`src/rtl/cache_parameters.sv`:
```
// rtl/cache_parameters.sv - shared cache/memory types plus arbiter state and owner encodings
package cache_parameters;

  localparam int BLOCK_SIZE = 4;
  localparam int WORD_WIDTH = 32;
  localparam int ADDR_WIDTH = 32;

  typedef struct packed {
    logic                                 cs;
    logic                                 rw;
    logic [ADDR_WIDTH-1:0]                addr;
    logic [BLOCK_SIZE-1:0][WORD_WIDTH-1:0] data;
  } memory_request_t;

  typedef struct packed {
    logic                                 ack;
    logic [BLOCK_SIZE-1:0][WORD_WIDTH-1:0] data;
  } memory_response_t;

  typedef enum logic [1:0] {
    ARB_IDLE  = 2'd0,
    ARB_GNT_I = 2'd1,
    ARB_GNT_D = 2'd2
  } arb_state_t;

  localparam logic [1:0] OWNER_NONE = 2'b00;
  localparam logic [1:0] OWNER_I    = 2'b01;
  localparam logic [1:0] OWNER_D    = 2'b10;

endpackage

```
`src/rtl/mem_arbiter_timeout_counter.sv`:
```
// rtl/mem_arbiter_timeout_counter.sv - watchdog for a granted memory transaction that never acks
module arb_timeout_counter #(
  parameter int TIMEOUT_CYCLES = 1024,
  parameter int CNT_WIDTH      = 11
) (
  input  logic clk,
  input  logic rst,
  input  logic clear,
  input  logic enable,
  input  logic ack,
  output logic expired
);

  generate
    if (TIMEOUT_CYCLES == 0) begin : g_off
      logic unused_inputs;
      assign unused_inputs = ^{clk, rst, clear, enable, ack};
      assign expired = 1'b0;
    end else begin : g_on
      localparam logic [CNT_WIDTH-1:0] LIMIT = CNT_WIDTH'(TIMEOUT_CYCLES - 1);
      logic [CNT_WIDTH-1:0] cnt;

      // cnt holds the number of ack-less granted cycles before the current one
      always_ff @(posedge clk or posedge rst) begin
        if (rst) begin
          cnt <= '0;
        end else if (clear) begin
          cnt <= '0;
        end else if (enable && !ack) begin
          cnt <= cnt + CNT_WIDTH'(1);
        end
      end

      assign expired = enable && !ack && (cnt == LIMIT);
    end
  endgenerate

endmodule

```
`src/rtl/mem_arbiter.sv`:
```
// rtl/mem_arbiter.sv - I/D cache arbiter for the shared memory port; MEM_ARB_ROUND_ROBIN_EN selects round-robin ties
module mem_arbiter
  import cache_parameters::*;
#(
  parameter int TIMEOUT_CYCLES = 1024,
  parameter int CNT_WIDTH      = 11
) (
  input  logic             clk,
  input  logic             rst,
  input  memory_request_t  i_req,
  output memory_response_t i_res,
  input  memory_request_t  d_req,
  output memory_response_t d_res,
  output memory_request_t  mem_req,
  input  memory_response_t mem_res,
  output logic [1:0]       owner,
  output logic             timeout_err
);

  arb_state_t state, next_state;
  logic       granted;
  logic       owner_cs;
  logic       owner_ack;
  logic       grant_entry;
  logic       expired;
  logic       d_wins_tie;

`ifdef MEM_ARB_ROUND_ROBIN_EN
  logic last_i;

  always_ff @(posedge clk or posedge rst) begin
    if (rst) begin
      last_i <= 1'b1;
    end else if (grant_entry) begin
      last_i <= (next_state == ARB_GNT_I);
    end
  end

  assign d_wins_tie = last_i;
`else
  assign d_wins_tie = 1'b1;
`endif

  always_ff @(posedge clk or posedge rst) begin
    if (rst) begin
      state <= ARB_IDLE;
    end else begin
      state <= next_state;
    end
  end

  always_ff @(posedge clk or posedge rst) begin
    if (rst) begin
      timeout_err <= 1'b0;
    end else if (expired) begin
      timeout_err <= 1'b1;
    end
  end

  always_comb begin
    next_state = state;
    granted    = (state != ARB_IDLE);
    owner_cs   = 1'b0;
    if (state == ARB_GNT_I) owner_cs = i_req.cs;
    if (state == ARB_GNT_D) owner_cs = d_req.cs;
    owner_ack  = owner_cs && mem_res.ack;

    case (state)
      ARB_IDLE: begin
        if (i_req.cs && d_req.cs) begin
          next_state = d_wins_tie ? ARB_GNT_D : ARB_GNT_I;
        end else if (i_req.cs) begin
          next_state = ARB_GNT_I;
        end else if (d_req.cs) begin
          next_state = ARB_GNT_D;
        end
      end
      ARB_GNT_I: begin
        if (!i_req.cs || expired) begin
          next_state = ARB_IDLE;
        end else if (mem_res.ack) begin
          next_state = d_req.cs ? ARB_GNT_D : ARB_IDLE;
        end
      end
      ARB_GNT_D: begin
        if (!d_req.cs || expired) begin
          next_state = ARB_IDLE;
        end else if (mem_res.ack) begin
`ifdef MEM_ARB_ROUND_ROBIN_EN
          next_state = i_req.cs ? ARB_GNT_I : ARB_IDLE;
`else
          next_state = d_req.cs ? ARB_GNT_D : (i_req.cs ? ARB_GNT_I : ARB_IDLE);
`endif
        end
      end
      default: next_state = ARB_IDLE;
    endcase

    // A back-to-back regrant of D counts as a fresh grant for the watchdog
    grant_entry = (next_state != ARB_IDLE) && ((state == ARB_IDLE) || owner_ack);
  end

  always_comb begin
    mem_req    = '0;
    owner      = OWNER_NONE;
    i_res      = '0;
    d_res      = '0;
    case (state)
      ARB_GNT_I: begin
        mem_req = i_req;
        owner   = OWNER_I;
      end
      ARB_GNT_D: begin
        mem_req = d_req;
        owner   = OWNER_D;
      end
      default: ;
    endcase
    if (granted) begin
      i_res.data = mem_res.data;
      d_res.data = mem_res.data;
    end
    i_res.ack = (state == ARB_GNT_I) && owner_ack;
    d_res.ack = (state == ARB_GNT_D) && owner_ack;
  end

  arb_timeout_counter #(
    .TIMEOUT_CYCLES(TIMEOUT_CYCLES),
    .CNT_WIDTH     (CNT_WIDTH)
  ) u_timeout (
    .clk    (clk),
    .rst    (rst),
    .clear  (grant_entry),
    .enable (granted && owner_cs),
    .ack    (mem_res.ack),
    .expired(expired)
  );

endmodule

```
`config.mk`:
```
export PLATFORM = sky130hd
export DESIGN_NAME = mem_arbiter
export DESIGN_NICKNAME = d
export VERILOG_FILES = /design/src/rtl/cache_parameters.sv /design/src/rtl/mem_arbiter_timeout_counter.sv /design/src/rtl/mem_arbiter.sv
export SDC_FILE = /design/constraint.sdc
export NUM_CORES = 1
export LEC_CHECK = 0
export ABC_AREA = 0
export BUFFER_PORTS_ARGS = -buffer_cell sky130_fd_sc_hd__buf_4
export CAP_MARGIN = 20
export CORE_AREA = 2 2 345 347
export DETAILED_ROUTE_END_ITERATION = 12
export DIE_AREA = 0 0 347 349
export GPL_ROUTABILITY_DRIVEN = 1
export PLACE_DENSITY = 0.3
export SKIP_CTS_REPAIR_TIMING = 1
export SLEW_MARGIN = 20
export SYNTH_ARGS = -nofsm -noshare
export SYNTH_HDL_FRONTEND = slang
export SYNTH_HIERARCHICAL = 1
export SYNTH_SLANG_ARGS = --single-unit
```
`constraint.sdc`:
```
create_clock -name clk -period 6.7 [get_ports clk]
set_input_delay 0.67 -clock clk [delete_from_list [all_inputs] [get_ports clk]]
set_output_delay 0.67 -clock clk [all_outputs]
set_load 0.03 [all_outputs]
```
# After elaboration in Yosys (flattened, before gate mapping)
# Index checks and enable logic that the tools add are counted.
# classes
reduce_logical,18
add_sub_neg,1
eq_ne,3
muxes,18
# op_table
operator,count
$pmux 162 s2,1
$mux 128,1
$mux 11,2
$mux 2,9
$add 11x1->11 const B,1
$eq 11x10->1 const B,1
$logic_and 1x1->1,8
$pmux 2 s3,1
$reduce_bool 2->1,3
$pmux 2 s2,1
$logic_not 1->1,3
$logic_or 1x1->1,3
$mux 1,3
$eq 2x1->1 const B,1
$eq 2x2->1 const B,1
$logic_not 2->1,1
# totals
output_inout_bits,423
regBits,14

# Depth between registers and ports, before layout
# depth
depth_word,12
mapped_depth,14
depth_no_buf,14

# Modules after synthesis
# Netlist, hierarchy kept.
# by_module_without_submodules
mod,cells_per_inst,area_each_um2,instances,seq_area_each_um2
mem_arbiter,676,4564.4,1,75.1
arb_timeout_counter,58,570.5,1,275.3

# Worst setup path after synthesis
# Ideal clock, no wire load.
# synth_timing
kind,reg2reg
startpoint,register state[0]
endpoint,register u_timeout.g_on.cnt[3]
n_path_buf,2
t_arrival_ps,2861
synth_period_minus_slack_ps,2939
slack_ps,3761
stages_incl_launch_ff,15
cell_sequence,dfrtp_1 inv_1 ha_1 buf_4 a21oi_1 nor2_1 nand3b_2 or3_1 nor3_1 nor2_1 nand3_2 a21oi_2 o22a_1 clkbuf_1 a21oi_1
# synth_via
elab_chain_cells,12
word_cells_on_any_way,25
cone_classes,eq/ne: 2; mux: 11; reduce/logical: 12
# synth_rtl
element,line,text
from (decl),mem_arbiter.sv:20,"arb_state_t state, next_state;"
from (signal assigned),mem_arbiter.sv:48,state <= next_state;
$eq 2x1->1,mem_arbiter.sv:64,if (state == ARB_GNT_I) owner_cs = i_req.cs;
$mux 1,mem_arbiter.sv:64,
$mux 1,mem_arbiter.sv:65,if (state == ARB_GNT_D) owner_cs = d_req.cs;
$logic_and 1x1->1 (*),mem_arbiter.sv:134,".enable (granted && owner_cs),"
$logic_and 1x1->1 (*) (2 in series),mem_arbiter_timeout_counter.sv:34,assign expired = enable && !ack && (cnt == LIMIT);
via expired,mem_arbiter.sv:25,logic expired;
$logic_or 1x1->1 (on tied branches),"mem_arbiter.sv:86, mem_arbiter.sv:79",
$mux 2 (on tied branches),"mem_arbiter.sv:86, mem_arbiter.sv:79",
$pmux 2 s3 (*),mem_arbiter.sv:68,case (state)
via next_state[0],mem_arbiter.sv:20,
$reduce_bool 2->1 (*),mem_arbiter.sv:100,grant_entry = (next_state != ARB_IDLE) && ((state == ARB_IDLE) || owner_ack);
$logic_and 1x1->1 (*),mem_arbiter.sv:100,
via grant_entry,mem_arbiter.sv:24,logic grant_entry;
$mux 11 / $reduce_bool 2->1 (equally long branches),n/a,
to (signal assigned),mem_arbiter_timeout_counter.sv:30,cnt <= cnt + CNT_WIDTH'(1);
to (decl),mem_arbiter_timeout_counter.sv:21,logic [CNT_WIDTH-1:0] cnt;
# The timed path passes the listed nets; every way through them passes the cells marked *.
# A chain may end at the register's enable or synchronous reset.

==> impl_results.rst <==
.. list-table::
   :header-rows: 1

   * - Metric
     - Value
   * - Final critical delay including setup and external delays
     - between 4 and 5 ns
   * - Drt initial violations
     - approximately 450
   * - Final worst-path cycle share
     - 0.608
   * - Count of antenna-violating nets left after detailed routing
     - 0
   * - Largest voltage drop on the vdd net
     - slightly above 0.3 mV
   * - Unrepaired setup endpoints after global routing
     - no
   * - Ratio of cells with drive above 1 in the final layout
     - 0.632
   * - Transition time at the pin with the least slew margin
     - around 1.1 ns
   * - Part of the total power dissipated in sequential elements
     - 0.019
   * - Fin worst setup slack
     - between 2 and 3 ns
   * - Synth Net Count
     - ~1200
   * - Final Power
     - around 5.5 mW
   * - Maximum single-stage delay on the critical path
     - approximately 0.83 ns
   * - Pwr per Cell Area
     - 437 nW/um^2
   * - Count of buffering cells on the critical path with inverters included
     - 3
   * - Reg2Reg Depth
     - 14
   * - TritonCTS clock tree
     - done
   * - Post-synthesis area per instance
     - roughly 7.0 sq um
   * - Setup Skew
     - 0.00420 ns
   * - Final design utilization
     - 0.107
   * - Relative slew slack
     - 0.290
   * - DPL Wire Length
     - around 70 mm
   * - Worst setup startpoint
     - state[1]
   * - Hold Violations, Final
     - 0
   * - Achievable Freq
     - ~250 MHz
   * - Number of nets in the finished design
     - about 1900
   * - # H-tree levels
     - 1
   * - Reg2Reg Capture Point
     - u_timeout/g_on.cnt[10]
   * - Most numerous cell on the critical path
     - buf_4
   * - Std cell rows
     - 126
   * - Clk root buf
     - clkbuf_16
   * - Drt drc
     - 0
   * - Clock latency reported for the late side of the worst-skew pair
     - 0.24 ns
   * - Post-Place Worst Slack
     - approximately 2.8 ns
   * - Syn Inst Count
     - 734
   * - Critical path cell sequence
     - inv_1 -> ha_4 -> buf_4 -> a22oi_1 -> nor2b_1 -> buf_4
   * - Max-cap viol count
     - 0
   * - Maximum number of pins on one net before global-route repair
     - between 100 and 150
   * - Setup Viol. Count Final
     - 0
   * - Proportion of power drawn by the clock network
     - 0.023
   * - Port Buffer Count
     - 877
   * - R2R Setup Slk
     - around 3.0 ns
   * - Non-Filler Instances
     - ~3000
   * - Vias in the first global route
     - between 8000 and 9000
   * - Slowest CP cell
     - buf_4
   * - Worst-path clk slew
     - about 0.050 ns
   * - Run status
     - completed
   * - Count of state elements after synthesis
     - 14
   * - Inserted Clock Buffers
     - 3
   * - Cell family with most CP delay
     - buffers and inverters
   * - Core area
     - roughly 120000 sq um
   * - Critical register-to-register path startpoint
     - state[1]
   * - First-pass GRT wire length
     - roughly 95 mm
   * - Filler cells
     - ~14000
   * - Final RePlAce weighted congestion
     - 0.836
   * - Worst path arrival time
     - between 3 and 4 ns
   * - GRT Resource Usage Total
     - 0.120
   * - Total vias in the final route
     - 8301
   * - Setup TNS
     - 0 ns
   * - Commonest non-fill, non-tap cell in the layout
     - buf_4
   * - Path type of the worst setup path
     - reg2out
   * - Cell variety after synth
     - 33
   * - Last element of the critical path
     - mem_req[154]
   * - Clock tree sinks
     - 14
   * - Switching power
     - around 3.6 mW
   * - Fraction of power spent switching nets
     - 0.656
   * - Die Wd
     - about 350 um
   * - Commonest non-fill, non-tap cells in the layout
     - buf_4 (882), nor2b_1 (293), a22oi_1 (161)
   * - Async set-or-reset flop fraction in the synthesized netlist
     - 1.00
   * - Element type at the critical path start
     - flop
   * - Synth warn
     - 6
   * - Initial Utilization
     - 0.0437
   * - Internal Power
     - approximately 1.9 mW
   * - Share of power burned in combinational logic
     - 0.958
   * - Cell total after placement
     - between 2000 and 3000
   * - Static leakage power
     - ~5.6 nW
   * - Worst min-delay path class
     - in2async
   * - Area Growth Syn to Fin
     - 145%
   * - Max Slew Vio Count
     - 0
   * - Total Wirelength
     - about 77 mm
   * - Maximum fanout count along the critical path
     - 85
   * - Final routed wire length divided by cell count
     - approximately 26 um
   * - EDFF count, synth
     - 0
   * - Dominant register cell in the synthesized netlist
     - dfrtp_1
   * - Initial antenna violation count
     - 23
   * - DRT Pass-1 Iters
     - 5
   * - Required arrival time at the worst endpoint
     - between 6 and 7 ns
   * - Via/cell ratio
     - 2.80
   * - Y dimension of the die
     - roughly 350 um
   * - Area of the die
     - about 120000 sq um
   * - Number of top-level pins
     - between 800 and 900
   * - Number of cells on the critical path
     - 6
   * - Register area share after synthesis
     - 0.0682
   * - Total global routing overflow
     - 0
   * - Capturing element type of the critical path
     - output pin
   * - Cell Area, Synth
     - ~5100 sq um
   * - Longest Clk Path Bufs
     - 2
[layout make-up]
| cell class | instances | area, sq um | share of cell area |
|---|---|---|---|
| diodes | 3 | 7.51 | 0.000597 |
| clock buffers | 4 | 88.8 | 0.00707 |
| inverters | 5 | 18.8 | 0.00149 |
| multi-input cells | 518 | 3540 | 0.282 |
| flip-flops and latches | 14 | 350 | 0.0279 |
| well taps | 1536 | 1920 | 0.153 |
| repair buffers | 883 | 6640 | 0.528 |
[state kept, by name, summed over array words and instances, names as in the netlist]
signal / flops
state: 2
timeout_err: 1
u_timeout/g_on.cnt: 11
[stage by stage]
| step | area [sq um] | hold slack, ns |
|---|---|---|
| after floorplan | 5130 | 0.424 |
| after global placement | 12500 | 0.516 |
| after detailed placement | 12500 | 0.504 |
| after CTS | 12600 | 0.319 |
| after global routing | 12600 | 0.325 |
| final | 12600 | 0.319 |
[cell families (layout without fill, tap and decap cells)]
family          Yosys count  after routing  share of synthesized area
flops                    14             14                     0.0682
buf+inv                 202            892                      0.250
simple gates            326            326                      0.398
other cells               0              3                          0
xor+xnor                  2              2                    0.00341
compound gates          182            182                      0.262
fa+ha+maj                 5              5                     0.0122
mux                       3              3                    0.00634
[cells in the mapped netlist (3+ instances only)]
cell | count | area, sq um
or4_1 | 3 | 22.5
dfrtp_1 | 14 | 350
nor2b_1 | 293 | 1830
o31ai_1 | 3 | 22.5
ha_1 | 5 | 62.6
nand2_1 | 3 | 11.3
buf_4 | 130 | 976
inv_1 | 5 | 18.8
nor2_1 | 6 | 22.5
o21ai_0 | 6 | 30.0
a21oi_1 | 8 | 40.0
a22oi_1 | 161 | 1210
clkbuf_1 | 38 | 143
or3_1 | 5 | 31.3
nand4_1 | 3 | 18.8
buf_2 | 29 | 145
[worst min-delay path by stage]
stage                        to        start  slack (ns)  cells after the start
floorplan              state[0]          rst        0.42                      1
global placement    timeout_err  timeout_err        0.52                      1
detailed placement  timeout_err  timeout_err        0.50                      1
CTS                 timeout_err          rst        0.32                      2
global route           state[1]          rst        0.32                      2
finish                 state[1]          rst        0.32                      2
[power by group through the flow]
stage                     Combinational (mW)  Clock [mW]  Sequential [mW]
after floorplan                         3.25           0            0.102
after global placement                  5.44           0            0.107
after detailed placement                5.42           0            0.107
after CTS                               5.42       0.129            0.106
after global routing                    5.56       0.131            0.107
final                                   5.26       0.125            0.106
[worst register-to-register path, cell delays in order, from the launching register on]
cell	delay [ns]
dfrtp_1	0.46
inv_1	0.18
ha_4	0.57
and3b_1	0.26
a21oi_1	0.06
nor2_1	0.24
nand3b_2	0.21
or3_1	0.42
nor3_1	0.29
nor2_1	0.10
nand3_2	0.09
a21oi_2	0.07
o22a_1	0.38
nor2b_1	0.18
mux2_2	0.16
[routing by layer]
metal | routed length, um | GRT usage | share of wire | up-vias
li1 | - | - | - | 3774
met1 | 31600 | 0.145 | 0.41 | 3956
met4 | 452 | 0.00577 | 0.0058 | 10
met2 | 40000 | 0.221 | 0.52 | 509
met3 | 5380 | 0.0311 | 0.069 | 52
met5 | 67 | 0 | 0.00087 | -
Power figures use the tool's default switching activity.
